[config.mk]
export PLATFORM = sky130hd
export DESIGN_NAME = thread_fetch_sched
export DESIGN_NICKNAME = d
export VERILOG_FILES = /design/src/rtl/thread_fetch_sched.sv
export SDC_FILE = /design/constraint.sdc
export NUM_CORES = 1
export LEC_CHECK = 0
export CAP_MARGIN = 20
export CORE_MARGIN = 5
export CORE_UTILIZATION = 52
export DETAILED_ROUTE_END_ITERATION = 10
export PLACE_DENSITY = 0.88
export REMOVE_ABC_BUFFERS = 1
export SLEW_MARGIN = 20
export SYNTH_ARGS = -nofsm -noshare
export SYNTH_HDL_FRONTEND = slang
export SYNTH_SLANG_ARGS = --single-unit
[constraint.sdc]
create_clock -name clk -period 2.38 [get_ports clk]
set_input_delay 0.476 -clock clk [delete_from_list [all_inputs] [get_ports clk]]
set_output_delay 0.476 -clock clk [all_outputs]
set_load 0.01 [all_outputs]
[src/rtl/thread_fetch_sched.sv]
// Round-robin fetch scheduler for the two-thread stack pipeline: owns both thread PCs
// and halted flags, applies redirects/halts from later stages and pulses a squash to decode.
module thread_fetch_sched #(
    parameter int PC_W        = 16,
    parameter int T0_RESET_PC = 0,
    parameter int T1_RESET_PC = 1,
    parameter int PC_STEP     = 2
) (
    input  logic            clk,
    input  logic            reset,
    input  logic            stall,
    input  logic            redirect_valid,
    input  logic            redirect_tid,
    input  logic [PC_W-1:0] redirect_pc,
    input  logic            halt_valid,
    input  logic            halt_tid,
    output logic            fetch_valid,
    output logic            fetch_tid,
    output logic [PC_W-1:0] fetch_addr,
    output logic            squash_valid,
    output logic            squash_tid,
    output logic            halt
);

    localparam logic [PC_W-1:0] T0_PC   = PC_W'(T0_RESET_PC);
    localparam logic [PC_W-1:0] T1_PC   = PC_W'(T1_RESET_PC);
    localparam logic [PC_W-1:0] STEP_PC = PC_W'(PC_STEP);

    logic [PC_W-1:0] pc_r [2];
    logic [1:0]      halted_r;
    logic            rr_r;
    logic            squash_valid_r;
    logic            squash_tid_r;

    logic            sel_s;
    logic            any_run_s;
    logic            kill_s;
    logic            squash_ok_s;

    // Thread selection and zero-latency fetch address; a redirect to the selected thread kills its slot.
    always_comb begin
        any_run_s = ~(halted_r[0] & halted_r[1]);
        if (halted_r == 2'b00) begin
            sel_s = ~rr_r;
        end else if (halted_r[0]) begin
            sel_s = 1'b1;
        end else begin
            sel_s = 1'b0;
        end
        kill_s      = redirect_valid && (redirect_tid == sel_s) && !halted_r[sel_s];
        squash_ok_s = redirect_valid && !halted_r[redirect_tid]
                      && !(halt_valid && (halt_tid == redirect_tid));
        fetch_valid = !stall && any_run_s && !kill_s;
        fetch_tid   = sel_s;
        fetch_addr  = pc_r[sel_s];
    end

    // Per-thread PC/halted update (halt beats redirect beats sequential fetch), round-robin pointer, squash pulse.
    always_ff @(posedge clk) begin
        if (reset) begin
            pc_r[0]        <= T0_PC;
            pc_r[1]        <= T1_PC;
            halted_r       <= 2'b00;
            rr_r           <= 1'b1;
            squash_valid_r <= 1'b0;
            squash_tid_r   <= 1'b0;
        end else begin
            for (int t = 0; t < 2; t++) begin
                if (halt_valid && (halt_tid == 1'(t))) begin
                    halted_r[t] <= 1'b1;
                end else if (redirect_valid && (redirect_tid == 1'(t)) && !halted_r[t]) begin
                    pc_r[t] <= redirect_pc;
                end else if (fetch_valid && (sel_s == 1'(t))) begin
                    pc_r[t] <= pc_r[t] + STEP_PC;
                end else begin
                    pc_r[t] <= pc_r[t];
                end
            end
            // A killed slot still counts as issued for fairness.
            if (!stall && any_run_s) begin
                rr_r <= sel_s;
            end else begin
                rr_r <= rr_r;
            end
            squash_valid_r <= squash_ok_s;
            squash_tid_r   <= redirect_tid;
        end
    end

    assign squash_valid = squash_valid_r;
    assign squash_tid   = squash_tid_r;
    assign halt         = halted_r[0] & halted_r[1];

endmodule

After elaboration in Yosys (flattened, before gate mapping)
Memories as Yosys holds them, arrays and structs flattened.
Cells that the tools add are included.
Storage, ports and cells
  register bits: 5
  bits in writable memories: 32
  input bits: 23
  output and inout port bits: 21
  word-level logic and storage cells: 89
  memories kept: 1
Memory list
  pc_r: words 2, bits a word 16, rd ports 3, clocked after memory_dff 0, write ports 2, RTL line 29  | logic [PC_W-1:0] pc_r [2];
Cells by class
  add/subtract/negate cells: 2
  order comparisons: 2
  eq/ne operators: 2
  muxes and demuxes: 42
  bitwise logic cells: 12
  reductions and logical operators: 23
Operator list (number)
  $mux W16: 6
  $mux W1: 36
  $add A16 B2 Y16 const B: 2
  $logic_and A1 B1 Y1: 15
  $logic_not A1 Y1: 7
  $or A1 B1 Y1: 6
  $not A1 Y1: 5
  $lt A1 B2 Y1 const B: 2
  $eq A1 B1 Y1: 2
  $logic_not A2 Y1: 1
  $and A1 B1 Y1: 1

Logic depth before layout (Yosys ltp)
  depth after elaboration: 16
  depth in mapped cells: 5
  mapped depth without buffers: 5

Worst setup path before layout
No wires, ideal clock.
  path type: reg-to-reg
  from: register halted_r[0]
  to: memory pc_r[1][10], enable pin
  library setup time: 390 ps
  arrival time: 1835 ps
  slack: 155 ps
  stages on the path, launching flop included: 6
  buffers on the path: 2
  clock period less this slack: 2225 ps
  cell sequence: dfxtp_1 > o21bai_1 > buf_2 > buf_2 > nand4b_1 > o21bai_1
RTL lines
  start: declaration: RTL line 30  | logic [1:0] halted_r;
  start signal: assignment: RTL line 63  | halted_r <= 2'b00;
  start signal: indexed assignment: RTL line 70  | halted_r[t] <= 1'b1;
  end: declaration: RTL line 29

Worst setup path after layout
  from: register halted_r[1]
  to: output port fetch_addr[5]
On the way
  cells in the longest elaborated chain, start to end: 3
Ends and longest elaborated chain
  $logic_not A2 Y1: RTL line 43  | if (halted_r == 2'b00) begin
  $mux W1: RTL line 43
  $mem_v2 Z2 W16
  end: declaration: RTL line 19  | output logic [PC_W-1:0] fetch_addr,
Every way passes these cells.

==> flow_summary.yaml <==
route:
  wl_per_cell_um: 17.0
  remaining_drc_errors: 0
  antenna_left: 0
  num_vias: 2055
  first_pass_iters: 5
  drt_iter0_drc: 243
  drt-total-wl_um: 5890
  viasPerCell: 5.92
outcome:
  status: "completed"
logic_synthesis:
  syn_area_um2: 2340
  avgSynthCellArea_um2: 10.1
  yosysSeqAreaShare: 0.453
  ys_ff_latch: 37
  ys_types: 37
  synth_cells: 232
  yosys_warnings: 0
cells_and_area:
  area_growth_pct: 31.5
  layout.nets: 319
  layout_commonest_cell: "clkdlybuf4s50_1"
  n_fill_cell: 322
  final_cell_mix: "clkdlybuf4s50_1 (40), edfxtp_1 (32), buf_4 (19)"
  insertedDiodeCount: 0
  finalNonFillerCells: 347
  layout-drive-gt1-share: 0.166
global_routing:
  antenna_found_initial: 0
  first_global_vias: 2024
  grt_max_degree: 17
  grt_first_pass_wirelength_um: 9630
  gr-total-overflow: 0
  grt.total_usage: 0.200
critical_path:
  crit_path_start_kind: "register"
  arrival_ns: 1.82
  cp_slowest_stage_delay_ns: 0.47
  path_max_fanout: 12
  crit_family: "buffers and inverters"
  slowest_stage: "clkdlybuf4s50_1"
  worstSetupPathType: "register to output port"
  rrSetupSlack_ns: 0.69
  critPathRequiredTime_ns: 1.90
  cp-end-kind: "output port"
  path_buf_inv: 2
  crit_chain: "o21bai_4 -> buf_8 -> mux2_2 -> clkdlybuf4s50_1"
timing:
  hold_slack_ns: 0.604
  report.final.hold_viol_count: 0
  clock.fmax_ghz: 0.435
  worst_slew_pin_slew_ns: 0.370
  slew_violations: 0
  relSlewSlack: 0.753
  setup_viol: 0
  tns_ns: 0
  rsz0062_at_grt: "no"
  skew_ns: 0.00273
  setup_ws_ns: 0.0793
  fin_crit_sh: 0.967
  period_needed_ns: 2.30
placement:
  gp_congestion: 0.907
  port_buffers: 43
  post-place-ws_ns: -0.174
  dp_cells: 338
  place_hpwl_um: 4440
clock_network:
  hold_buffers: 0
  path_clk_slew_ns: 0.07
  cts_tree: "done"
  h-tree-depth: 2
  cts.sink_count: 37
  cts_made_buffers: 5
  root_buffer: "clkbuf_8"
  worstSkewPairLatency_ns: 0.29
  cts_max_path_buffers: 2
pwr:
  p_per_area_nw_per_um2: 582
  p_int_mw: 1.28
  power_frac_comb: 0.266
  vdd_drop_max_uv: 329
  power_frac_clock: 0.253
  power_switching_uw: 509
  p_leak_nw: 1.08
  p_seq_frac: 0.481
  p_total_mw: 1.79
  p_sw_frac: 0.284
die:
  io_pins: 44
  die_area_um2: 5950
  coreArea_um2: 4350
  core.rowCount: 24
  die_w_um: 77.1
  fp.dieH_um: 77.1
  start_util: 0.538
worst_hold_path:
  hold_class: "register to register"
job:
  drv_cap: 0
## cell families after synthesis
group / count (synthesis) / share of synthesized area
compound gates: 60 / 0.161
xor+xnor: 25 / 0.0934
fa+ha+maj: 2 / 0.0107
buf+inv: 14 / 0.0278
flops: 37 / 0.453
mux: 16 / 0.0769
simple gates: 78 / 0.177
## registers in the layout (all words and copies together), names as in the netlist
register,count
pc_r,32
halted_r,2
rr_r,1
squash_tid,1
squash_valid,1
## cell usage after synthesis (all sizes together)
library cell / n / area [µm²]
edfxtp: 32 / 961
o21ai: 19 / 95.1
xnor2: 17 / 149
a21oi: 16 / 80.1
mux2: 16 / 180
nor2: 16 / 60.1
nand2: 14 / 52.6
nand3: 10 / 50.1
o2bb2ai: 10 / 87.6
nor3: 9 / 45.0
xor2: 8 / 70.1
a211oi: 5 / 37.5
buf: 5 / 31.3
clkbuf: 5 / 18.8
dfxtp: 5 / 100
nand4: 5 / 31.3
and4: 4 / 35.0
inv: 4 / 15.0
nor2b: 4 / 32.5
a21o: 3 / 23.8
and2: 3 / 18.8
nor4: 3 / 18.8
o211ai: 3 / 22.5
or3: 3 / 18.8
ha: 2 / 25.0
nand3b: 2 / 15.0
o21bai: 2 / 15.0
a22oi: 1 / 7.51
and3: 1 / 6.26
nand2b: 1 / 6.26
nand4b: 1 / 8.76
nor3b: 1 / 7.51
nor4b: 1 / 8.76
o311ai: 1 / 8.76
## worst reg2reg max path: stages, from the launching register on
cell	delay, ns
edfxtp_1	0.42
ha_1	0.21
nand3_1	0.15
buf_4	0.19
nor3_1	0.23
xnor2_1	0.17
a21oi_1	0.08
## stage by stage
| stage | area [µm²] | util |
|---|---|---|
| detailed placement | 2960 | 0.680 |
| global placement | 2960 | 0.680 |
| CTS | 3060 | 0.702 |
| finish | 3080 | 0.708 |
| global route | 3080 | 0.708 |
| floorplan | 2290 | - |
## final timing paths
check              startpoint             to  cells after the start
setup reg to reg   pc_r[1][1]    pc_r[1][11]                      6
hold / removal           rr_r           rr_r                      1
setup / recovery  halted_r[1]  fetch_addr[5]                      4
hold reg to reg          rr_r           rr_r                      1
## power groups by stage
stage | registers, mW | logic (mW) | clock network [mW]
2_1_floorplan | 0.854 | 0.237 | 0
6_report | 0.862 | 0.476 | 0.454
3_5_place_dp | 0.873 | 0.469 | 0
4_1_cts | 0.859 | 0.471 | 0.464
5_1_grt | 0.871 | 0.512 | 0.488
3_3_place_gp | 0.867 | 0.461 | 0
## what timing repair did
action / 4_1_cts / 5_1_grt
pin swaps: 1 / 0
buffers inserted: 0 / 1
endpoints found under the setup margin: 12 / 15
endpoints found under the hold margin: 0 / 0
resized for setup: 4 / 5
## cell type report
class / instances / area, µm² / area share
Clock buffer: 6 / 82.6 / 0.0268
Multi-Input combinational cell: 181 / 1230 / 0.399
Inverter: 4 / 15.0 / 0.00487
Timing Repair Buffer: 65 / 619 / 0.201
Sequential cell: 37 / 1060 / 0.345
Tap cell: 52 / 65.1 / 0.0211
Clock inverter: 2 / 8.76 / 0.00284
## layer usage
metal | up-vias | global-route usage | routed length (µm) | share of wire
met5 | - | 0 | 0 | 0
li1 | 1006 | - | - | -
met4 | 0 | 0.0567 | 105 | 0.018
met1 | 948 | 0.248 | 2530 | 0.43
met3 | 13 | 0.0468 | 403 | 0.068
met2 | 88 | 0.346 | 2860 | 0.48
Note: power is estimated with default switching activity, not from simulation.
